<file path="src/rtl/key_matrix_scanner.sv">
// ---------------------------------------------------------------------------
// key_matrix_scanner
//
// Scans a ROWS x COLS push-button matrix one row at a time (row driven low,
// columns sensed through external pull-ups) and debounces every key on its
// own counter. Debounced key state is presented row-major, bit r*COLS+c,
// matching the LED matrix driver's image layout. Every change of a debounced
// bit is also reported as a one-cycle event.
//
// Ports
//   clk            in   system clock, rising edge
//   rst            in   asynchronous active-high reset
//   row_n          out  [ROWS]        row drive, active low, at most one low
//   col_n          in   [COLS]        column sense, low = pressed, async
//   keys           out  [ROWS*COLS]   debounced state, 1 = pressed
//   key_event      out                one-cycle pulse on a keys bit change
//   event_idx      out  [IDX_W]       index of the changed key
//   event_pressed  out                new value of that key
//   scan_done      out                one-cycle pulse at the end of a frame
// ---------------------------------------------------------------------------
module key_matrix_scanner #(
    parameter int ROWS           = 6,
    parameter int COLS           = 6,
    parameter int SETTLE_CYCLES  = 1200,
    parameter int DEBOUNCE_SCANS = 8,
    localparam int NKEYS         = ROWS * COLS,
    localparam int IDX_W         = (NKEYS > 1) ? $clog2(NKEYS) : 1
) (
    input  logic                  clk,
    input  logic                  rst,
    output logic [ROWS-1:0]       row_n,
    input  logic [COLS-1:0]       col_n,
    output logic [NKEYS-1:0]      keys,
    output logic                  key_event,
    output logic [IDX_W-1:0]      event_idx,
    output logic                  event_pressed,
    output logic                  scan_done
);

    localparam int RW    = (ROWS > 1) ? $clog2(ROWS) : 1;
    localparam int CW    = (COLS > 1) ? $clog2(COLS) : 1;
    localparam int SW    = (SETTLE_CYCLES > 1) ? $clog2(SETTLE_CYCLES) : 1;
    localparam int CNT_W = $clog2(DEBOUNCE_SCANS + 1);

    localparam logic [1:0] S_IDLE  = 2'd0;
    localparam logic [1:0] S_DRIVE = 2'd1;
    localparam logic [1:0] S_LATCH = 2'd2;
    localparam logic [1:0] S_PROC  = 2'd3;

    localparam logic [SW-1:0]    SETTLE_LAST = SW'(SETTLE_CYCLES - 1);
    localparam logic [CNT_W-1:0] CNT_LAST    = CNT_W'(DEBOUNCE_SCANS - 1);
    localparam logic [RW-1:0]    ROW_LAST    = RW'(ROWS - 1);
    localparam logic [CW-1:0]    COL_LAST    = CW'(COLS - 1);

    // ------------------------------------------------------------------
    // Column synchronizer. Its two-cycle latency falls inside the settle
    // window, so the snapshot always reflects the row currently driven.
    // ------------------------------------------------------------------
    logic [COLS-1:0] col_meta_q;
    logic [COLS-1:0] col_sync_q;

    always_ff @(posedge clk or posedge rst) begin
        if (rst) begin
            col_meta_q <= '1;
            col_sync_q <= '1;
        end else begin
            col_meta_q <= col_n;
            col_sync_q <= col_meta_q;
        end
    end

    // ------------------------------------------------------------------
    // Scan and debounce state
    // ------------------------------------------------------------------
    logic [1:0]                  state_q, state_d;
    logic [RW-1:0]               row_q, row_d;
    logic [CW-1:0]               col_q, col_d;
    logic [SW-1:0]               settle_q, settle_d;
    logic [COLS-1:0]             col_snap_q, col_snap_d;
    logic [ROWS-1:0]             row_n_q, row_n_d;
    logic [NKEYS-1:0]            keys_q, keys_d;
    logic [NKEYS-1:0][CNT_W-1:0] cnt_q, cnt_d;
    logic                        key_event_q, key_event_d;
    logic [IDX_W-1:0]            event_idx_q, event_idx_d;
    logic                        event_pressed_q, event_pressed_d;
    logic                        scan_done_q, scan_done_d;

    // Key handled in the current PROC cycle.
    logic [IDX_W-1:0] k_idx;

    always_comb begin
        k_idx = IDX_W'(row_q) * IDX_W'(COLS) + IDX_W'(col_q);
    end

    // Sequencer: IDLE -> DRIVE -> LATCH -> PROC x COLS -> DRIVE(next row)
    always_comb begin
        state_d     = state_q;
        row_d       = row_q;
        col_d       = col_q;
        settle_d    = settle_q;
        col_snap_d  = col_snap_q;
        row_n_d     = row_n_q;
        scan_done_d = 1'b0;

        case (state_q)
            S_IDLE: begin
                state_d  = S_DRIVE;
                row_d    = '0;
                settle_d = '0;
                row_n_d  = ~ROWS'(1);
            end

            S_DRIVE: begin
                if (settle_q == SETTLE_LAST) begin
                    state_d = S_LATCH;
                end else begin
                    settle_d = settle_q + SW'(1);
                end
            end

            S_LATCH: begin
                col_snap_d = ~col_sync_q;
                col_d      = '0;
                state_d    = S_PROC;
            end

            S_PROC: begin
                if (col_q == COL_LAST) begin
                    state_d  = S_DRIVE;
                    settle_d = '0;
                    if (row_q == ROW_LAST) begin
                        row_d       = '0;
                        scan_done_d = 1'b1;
                    end else begin
                        row_d = row_q + RW'(1);
                    end
                    // Only transition where the row drive moves.
                    row_n_d = ~(ROWS'(1) << row_d);
                end else begin
                    col_d = col_q + CW'(1);
                end
            end

            default: begin
                state_d = S_IDLE;
                row_n_d = '1;
            end
        endcase
    end

    // Debounce: one key per PROC cycle, so at most one event per cycle.
    always_comb begin
        keys_d          = keys_q;
        cnt_d           = cnt_q;
        key_event_d     = 1'b0;
        event_idx_d     = event_idx_q;
        event_pressed_d = event_pressed_q;

        if (state_q == S_PROC) begin
            if (col_snap_q[col_q] == keys_q[k_idx]) begin
                // Agreement clears any partial run, so short glitches die here.
                cnt_d[k_idx] = '0;
            end else if (cnt_q[k_idx] == CNT_LAST) begin
                keys_d[k_idx]   = ~keys_q[k_idx];
                cnt_d[k_idx]    = '0;
                key_event_d     = 1'b1;
                event_idx_d     = k_idx;
                event_pressed_d = ~keys_q[k_idx];
            end else begin
                cnt_d[k_idx] = cnt_q[k_idx] + CNT_W'(1);
            end
        end
    end

    always_ff @(posedge clk or posedge rst) begin
        if (rst) begin
            state_q         <= S_IDLE;
            row_q           <= '0;
            col_q           <= '0;
            settle_q        <= '0;
            col_snap_q      <= '0;
            row_n_q         <= '1;
            keys_q          <= '0;
            cnt_q           <= '0;
            key_event_q     <= 1'b0;
            event_idx_q     <= '0;
            event_pressed_q <= 1'b0;
            scan_done_q     <= 1'b0;
        end else begin
            state_q         <= state_d;
            row_q           <= row_d;
            col_q           <= col_d;
            settle_q        <= settle_d;
            col_snap_q      <= col_snap_d;
            row_n_q         <= row_n_d;
            keys_q          <= keys_d;
            cnt_q           <= cnt_d;
            key_event_q     <= key_event_d;
            event_idx_q     <= event_idx_d;
            event_pressed_q <= event_pressed_d;
            scan_done_q     <= scan_done_d;
        end
    end

    assign row_n         = row_n_q;
    assign keys          = keys_q;
    assign key_event     = key_event_q;
    assign event_idx     = event_idx_q;
    assign event_pressed = event_pressed_q;
    assign scan_done     = scan_done_q;

endmodule

</file>
<file path="config.mk">
export PLATFORM = sky130hd
export DESIGN_NAME = key_matrix_scanner
export DESIGN_NICKNAME = d
export VERILOG_FILES = /design/src/rtl/key_matrix_scanner.sv
export SDC_FILE = /design/constraint.sdc
export NUM_CORES = 1
export LEC_CHECK = 0
export ABC_CLOCK_PERIOD_IN_PS = 7910
export CAP_MARGIN = 30
export CORE_ASPECT_RATIO = 1.5
export CORE_MARGIN = 2
export CORE_UTILIZATION = 40
export CTS_CLUSTER_SIZE = 24
export DETAILED_ROUTE_END_ITERATION = 8
export GPL_TIMING_DRIVEN = 1
export PLACE_DENSITY_LB_ADDON = 0.3
export SYNTH_ARGS = -nofsm -noshare
export SYNTH_HDL_FRONTEND = slang
export SYNTH_SLANG_ARGS = --single-unit
</file>
<file path="constraint.sdc">
create_clock -name clk -period 7.91 [get_ports clk]
set_input_delay 1.582 -clock clk [delete_from_list [all_inputs] [get_ports clk]]
set_output_delay 1.582 -clock clk [all_outputs]
set_load 0.05 [all_outputs]
</file>
==> results.sh, run 1 <==
export IMPL_cap_violations=0
export IMPL_wl_per_cell_microns=20.8
export IMPL_grt_max_degree=165
export IMPL_irDropWorstVdd_v=0.000107
export IMPL_fp_coreArea_sq_um=27800
export IMPL_rsz0062_at_grt="no"
export IMPL_cts_buffers=23
export IMPL_power_leakage_uw=0.00537
export IMPL_drc_errors=0
export IMPL_hp_class="flop to flop"
export IMPL_cts_resized=0
export IMPL_yosys_area_top_type="dfrtp_1"
export IMPL_final_hold_viol_count=0
export IMPL_cts_tree="done"
export IMPL_critPathTopFamily="simple AND/OR/NAND/NOR gates"
export IMPL_ys_ff_latch=232
export IMPL_cpMaxStageDelayCell="fa_2"
export IMPL_syn_to_final_growth_pct=14.8
export IMPL_hold_ws_ns=0.355
export IMPL_first_iter_violations=695
export IMPL_yosys_area_share_simple=0.145
export IMPL_async_reset_ff_frac=1.00
export IMPL_synth_xor_area_frac=0.0111
export IMPL_finalWorstSetupSlack_ns=2.29
export IMPL_antenna_left=0
export IMPL_ios=59
export IMPL_initial_core_util=0.403
export IMPL_synth_most_common_cell="dfrtp_1"
export IMPL_worstPathArrival_ns=6.00
export IMPL_nets=1172
export IMPL_synthFlopType="dfrtp_1"
export IMPL_synthMuxAreaShare=0.0653
export IMPL_synth_top_family_by_area="compound AO/OA/AOI/OAI gates"
export IMPL_cp_end_kind="flop"
export IMPL_multiInputGateArea_sq_um=4830
export IMPL_synthCells=1112
export IMPL_slew_headroom=0.373
export IMPL_path_max_fanout=50
export IMPL_synthAdderAreaFrac=0.0215
export IMPL_netlist_area_sq_um=11200
export IMPL_regArea_sq_um=5830
export IMPL_period_share=0.711
export IMPL_start_kind="flop"
export IMPL_setup_viol=0
export IMPL_synth_edf_count=0
export IMPL_yosys_top_cells_area="dfrtp_1, o21ai_0, nand2_1"
export IMPL_synth_compound_area_frac=0.188
export IMPL_worst_path_buf_inv=4
export IMPL_tns_ns=0
export IMPL_postCtsSetupRepairBufs=0
export IMPL_vias_per_cell=5.70
export IMPL_drive_gt1_frac=0.118
export IMPL_fin_skew_ns=0.0158
export IMPL_antenna_found_initial=0
export IMPL_max_freq_mhz=178
export IMPL_syn_nets=1138
export IMPL_synth_area_per_cell_sq_um=10.1
export IMPL_clockRootBuffer="clkbuf_16"
export IMPL_crit_required_ns=8.29
export IMPL_num_fill_cells=2613
export IMPL_rows=75
export IMPL_power_density_nw_per_um2=190
export IMPL_timing_worst_setup_path_type="flop to flop"
export IMPL_cts_path_max_buffers=3
export IMPL_post_route_min_period_ns=5.62
export IMPL_port_buffers=58
export IMPL_num_antenna_cells=0
export IMPL_grt_ovfl_total=0
export IMPL_tightest_slew_ns=0.938
export IMPL_yosysWarnings=0
export IMPL_outcome="finished, final reports clean"
export IMPL_path_cells="inv_1 -> ha_1 -> inv_1 -> fa_2 -> buf_4 -> nand2b_1 -> o22ai_1 -> a222oi_1 -> a311o_1 -> and4_1 -> ha_1 -> nand2_1 -> or4_4 -> nor4_4 -> buf_4 -> and2_1 -> a31oi_1"
export IMPL_seq_area_frac_synth=0.521
export IMPL_htree_levels=1
export IMPL_die_y_microns=209
export IMPL_dp_slack_ns=2.34
export IMPL_globalplace_congestion=0.872
export IMPL_grt_total_usage=0.219
export IMPL_holdBufCountCts=0
export IMPL_slew_viol_final=0
export IMPL_placed_cell_area_sq_um=12000
export IMPL_netlist_top_cells_count="dfrtp_1, nand2_1, o21ai_0"
export IMPL_hpwl_mm=21.3
export IMPL_synth_top_cell_area_share=0.479
export IMPL_clock_sinks=232
export IMPL_final_area_sq_um=12800
export IMPL_grt_pass1_vias=8722
export IMPL_grt_pass1_wl_mm=50.5
export IMPL_insertion_delay_ns=0.54
export IMPL_die_x_microns=141
export IMPL_fin_util=0.462
export IMPL_firstDrtPassIters=5
export IMPL_vias=8597
export IMPL_critical_path_max_stage_delay_ns=0.92
export IMPL_drt_wl_total_mm=31.4
export IMPL_synth_distinct_cells=82
export IMPL_dieArea_sq_um=29300
export IMPL_clk_pin_slew_ns=0.06
[sequential cells by signal, indices dropped and copies added, names as in the netlist, 6 cells and up]
name	flops
keys	36
col_snap_q	6
col_sync_q	6
row_n	6
event_idx	6
cnt_q	144
col_meta_q	6
settle_q	11
[cells by family (layout without fill, tap and decap cells)]
logic type / count (synthesis) / in the layout
and+or+nand+nor: 351 / 351
DFF: 232 / 232
AOI/OAI and AO/OA: 341 / 341
xor gates and xnor gates: 12 / 12
adders and majority gates: 18 / 18
muxes: 54 / 54
buffers and inverters: 104 / 155
[path summary, 6_finish.rpt]
path | from | endpoint | slack (ns) | depth (start not counted)
max | row_q[0]$_DFFE_PP0P_ | keys[31]$_DFFE_PP0P_ | 2.29 | 17
min | col_meta_q[0]$_DFF_PP1_ | col_sync_q[0]$_DFF_PP1_ | 0.36 | 0
max reg2reg | row_q[0]$_DFFE_PP0P_ | keys[31]$_DFFE_PP0P_ | 2.29 | 17
min reg2reg | col_meta_q[0]$_DFF_PP1_ | col_sync_q[0]$_DFF_PP1_ | 0.36 | 0
max in group asynchronous | rst | cnt_q[20]$_DFFE_PP0P_ | 4.79 | 4
min in group asynchronous | rst | col_snap_q[2]$_DFFE_PP0P_ | 1.65 | 3
[per-layer routing]
layer,vias up,GRT usage,wire (microns)
met5,-,0,0
met4,0,0.0986,1330
met3,71,0.0300,1600
met2,266,0.388,16300
met1,4185,0.264,12200
li1,4075,-,-
[through the flow]
step | instances | power (uW)
2_1_floorplan | 1112 | 1230
3_3_place_gp | 1464 | 1240
3_5_place_dp | 1467 | 1240
4_1_cts | 1509 | 2460
5_1_grt | 1509 | 2510
6_report | 1509 | 2440
[layout by cell type, fill, tap and decap left out, types with 23 or more instances in the layout]
master	n
inv_1	28
a31oi_1	49
a21oi_1	34
nor2_1	39
nand2_1	188
clkbuf_16	23
nand3_1	50
buf_4	23
o21ai_0	165
clkdlybuf4s50_1	58
dfrtp_1	213
[power breakdown]
part	internal [uW]	switching, uW	leakage (uW)	total (uW)
clock network	742	473	0.000418	1210
logic	4.42	23.5	0.00179	27.9
registers	1190	0.923	0.00316	1190
[layout make-up]
class,instances,share of cell area
sequential,232,0.454
multi-input combinational,776,0.376
inverter,30,0.00916
tap,346,0.0337
clock buffer,34,0.0543
clock inverter,8,0.0115
timing repair buffer,83,0.0611
Power figures use the tool's default switching activity.
==> run 2, diff against run 1 <==
- ABC_CLOCK_PERIOD_IN_PS: 7910 -> 4630
- clock period: 7.91 -> 4.63 ns (I/O delays scaled with it)
==> run 2 against run 1 <==
Critical path depth stayed put. Power increased by 61%. Global-route usage grew 0.29 points. Die area unchanged. Via count grew 3.3%. Clock power increased by 52%. Combinational power is 83% higher. Final cell count increased by 2.8%. Maximum frequency up 25%. Worst setup slack worse by 2.2 ns. Cell area up 2.1%. Routed wire length is 2.3% higher. Critical path type unchanged. Largest cell class unchanged. Highest routed layer unchanged.
==> results.sh, run 2 (synthesis gave the netlist of run 1 again) <==
export IMPL_setup_viol=0
export IMPL_irDropWorstVdd_v=0.000183
export IMPL_rr_startpoint="row_q[1]$_DFFE_PP0P_"
export IMPL_power_density_nw_per_um2=299
export IMPL_r2r_end="event_idx[0]$_DFFE_PP0P_"
export IMPL_hold_ws_ns=0.357
export IMPL_internal_power_uw=3080
export IMPL_holdPathEnd="col_sync_q[2]$_DFF_PP1_"
export IMPL_ios=59
export IMPL_grt_pass1_wl_mm=51.3
export IMPL_slew_viol_final=0
export IMPL_die_y_microns=209
export IMPL_cts_buffers=23
export IMPL_first_iter_violations=747
export IMPL_vias=8882
export IMPL_drc_errors=0
export IMPL_mostFrequentLayoutCells="dfrtp_1, nand2_1, o21ai_0"
export IMPL_critPathTopFamily="adder cells"
export IMPL_start_kind="flop"
export IMPL_grt_ovfl_total=0
export IMPL_drt_wl_total_mm=32.1
export IMPL_insertion_delay_ns=0.53
export IMPL_drive_gt1_frac=0.149
export IMPL_tightest_slew_ns=0.777
export IMPL_grt_total_usage=0.222
export IMPL_cp_end_kind="flop"
export IMPL_r2r_slack_ns=0.14
export IMPL_clockRootBuffer="clkbuf_16"
export IMPL_firstDrtPassIters=7
export IMPL_max_freq_mhz=223
export IMPL_finalWorstSetupSlack_ns=0.136
export IMPL_clock_sinks=232
export IMPL_port_buffers=58
export IMPL_regMostFlops="cnt_q"
export IMPL_post_route_min_period_ns=4.49
export IMPL_dieArea_sq_um=29300
export IMPL_fin_util=0.472
export IMPL_die_x_microns=141
export IMPL_power_leakage_uw=0.00555
export IMPL_antenna_found_initial=0
export IMPL_worstPathArrival_ns=4.90
export IMPL_period_share=0.971
export IMPL_reg2reg_depth=17
export IMPL_wl_per_cell_microns=20.7
export IMPL_grt_max_degree=79
export IMPL_final_area_sq_um=13100
export IMPL_crit_required_ns=5.04
export IMPL_path_max_fanout=20
export IMPL_final_hold_viol_count=0
export IMPL_antenna_left=0
export IMPL_cts_tree="done"
export IMPL_holdBufCountCts=0
export IMPL_dp_slack_ns=0.0772
export IMPL_critical_path_max_stage_delay_ns=0.79
export IMPL_htree_levels=1
export IMPL_syn_to_final_growth_pct=17.2
export IMPL_nets=1218
export IMPL_fp_coreArea_sq_um=27800
export IMPL_path_cells="inv_1 -> ha_1 -> inv_1 -> fa_2 -> buf_12 -> mux2_2 -> o221ai_1 -> o31a_1 -> o21ai_0 -> and4_1 -> ha_1 -> nand2_1 -> or4_4 -> nor4_4 -> buf_4 -> buf_4 -> mux2_2"
export IMPL_cts_path_max_buffers=3
export IMPL_timing_worst_setup_path_type="flop to flop"
export IMPL_whs_path_depth=0
export IMPL_vias_per_cell=5.72
export IMPL_clk_pin_slew_ns=0.07
export IMPL_worst_path_buf_inv=5
export IMPL_pwr_share_seq=0.519
export IMPL_switching_power_uw=845
export IMPL_outcome="finished, final reports clean"
export IMPL_initial_core_util=0.403
export IMPL_min_from="col_meta_q[2]$_DFF_PP1_"
export IMPL_fin_skew_ns=0.0123
export IMPL_cpMaxStageDelayCell="fa_2"
export IMPL_slew_headroom=0.481
export IMPL_cap_violations=0
export IMPL_final_common_cell="dfrtp_1"
export IMPL_grt_pass1_vias=9164
export IMPL_power_share_clock=0.468
export IMPL_rows=75
export IMPL_hpwl_mm=22.9
export IMPL_largest_reg_flops=144
export IMPL_combPwrFrac=0.013
export IMPL_hp_class="flop to flop"
export IMPL_sw_frac_of_total=0.215
export IMPL_placed_cell_area_sq_um=12400
export IMPL_num_antenna_cells=0
export IMPL_globalplace_congestion=0.893
-- run 2: how the worst max path moves through the flow --
| stage | from | to | slack, ns | depth (start not counted) |
|---|---|---|---|---|
| floorplan | row_q[0]$_DFFE_PP0P_ | event_idx[0]$_DFFE_PP0P_ | 0.27 | 20 |
| global placement | row_q[1]$_DFFE_PP0P_ | event_idx[2]$_DFFE_PP0P_ | 0.14 | 19 |
| detailed placement | row_q[1]$_DFFE_PP0P_ | keys[12]$_DFFE_PP0P_ | 0.08 | 18 |
| CTS | row_q[1]$_DFFE_PP0P_ | event_idx[0]$_DFFE_PP0P_ | 0.05 | 17 |
| global route | row_q[1]$_DFFE_PP0P_ | keys[11]$_DFFE_PP0P_ | -0.003 | 18 |
| finish | row_q[1]$_DFFE_PP0P_ | event_idx[0]$_DFFE_PP0P_ | 0.14 | 17 |
-- run 2: per-stage QoR --
stage,setup TNS [ns],total power [uW],cells
floorplan,0,2110,1112
global placement,0,2130,1511
global route,-0.00615,4050,1552
CTS,0,3960,1550
detailed placement,0,2130,1511
finish,0,3930,1552
-- run 2: area by class of cell --
class	count	area (sq um)
clock buffer	31	646
clock inverter	8	72.6
fill	2603	14700
inverter	30	118
multi-input combinational	776	4840
sequential	232	5830
tap	346	433
timing repair buffer	129	1180
-- run 2: power groups by stage --
stage | clock network, uW | logic, uW | registers, uW
after floorplan | 0 | 29.5 | 2080
after global placement | 0 | 54.4 | 2080
after detailed placement | 0 | 54.5 | 2080
after CTS | 1870 | 54.8 | 2040
after global routing | 1950 | 60.1 | 2040
final | 1840 | 51.0 | 2040
-- run 2: timing repair --
item / CTS / global route
gates resized for setup: 0 / 1
setup endpoints to repair: 0 / 78
setup buffers: 0 / 2
-- run 2: metal layers --
layer	routed length, microns	part of all wire	vias up	track usage
li1	-	-	4166	-
met1	12200	0.38	4338	0.259
met2	16900	0.53	285	0.408
met3	1360	0.042	93	0.0206
met4	1580	0.049	0	0.103
met5	0	0	-	0
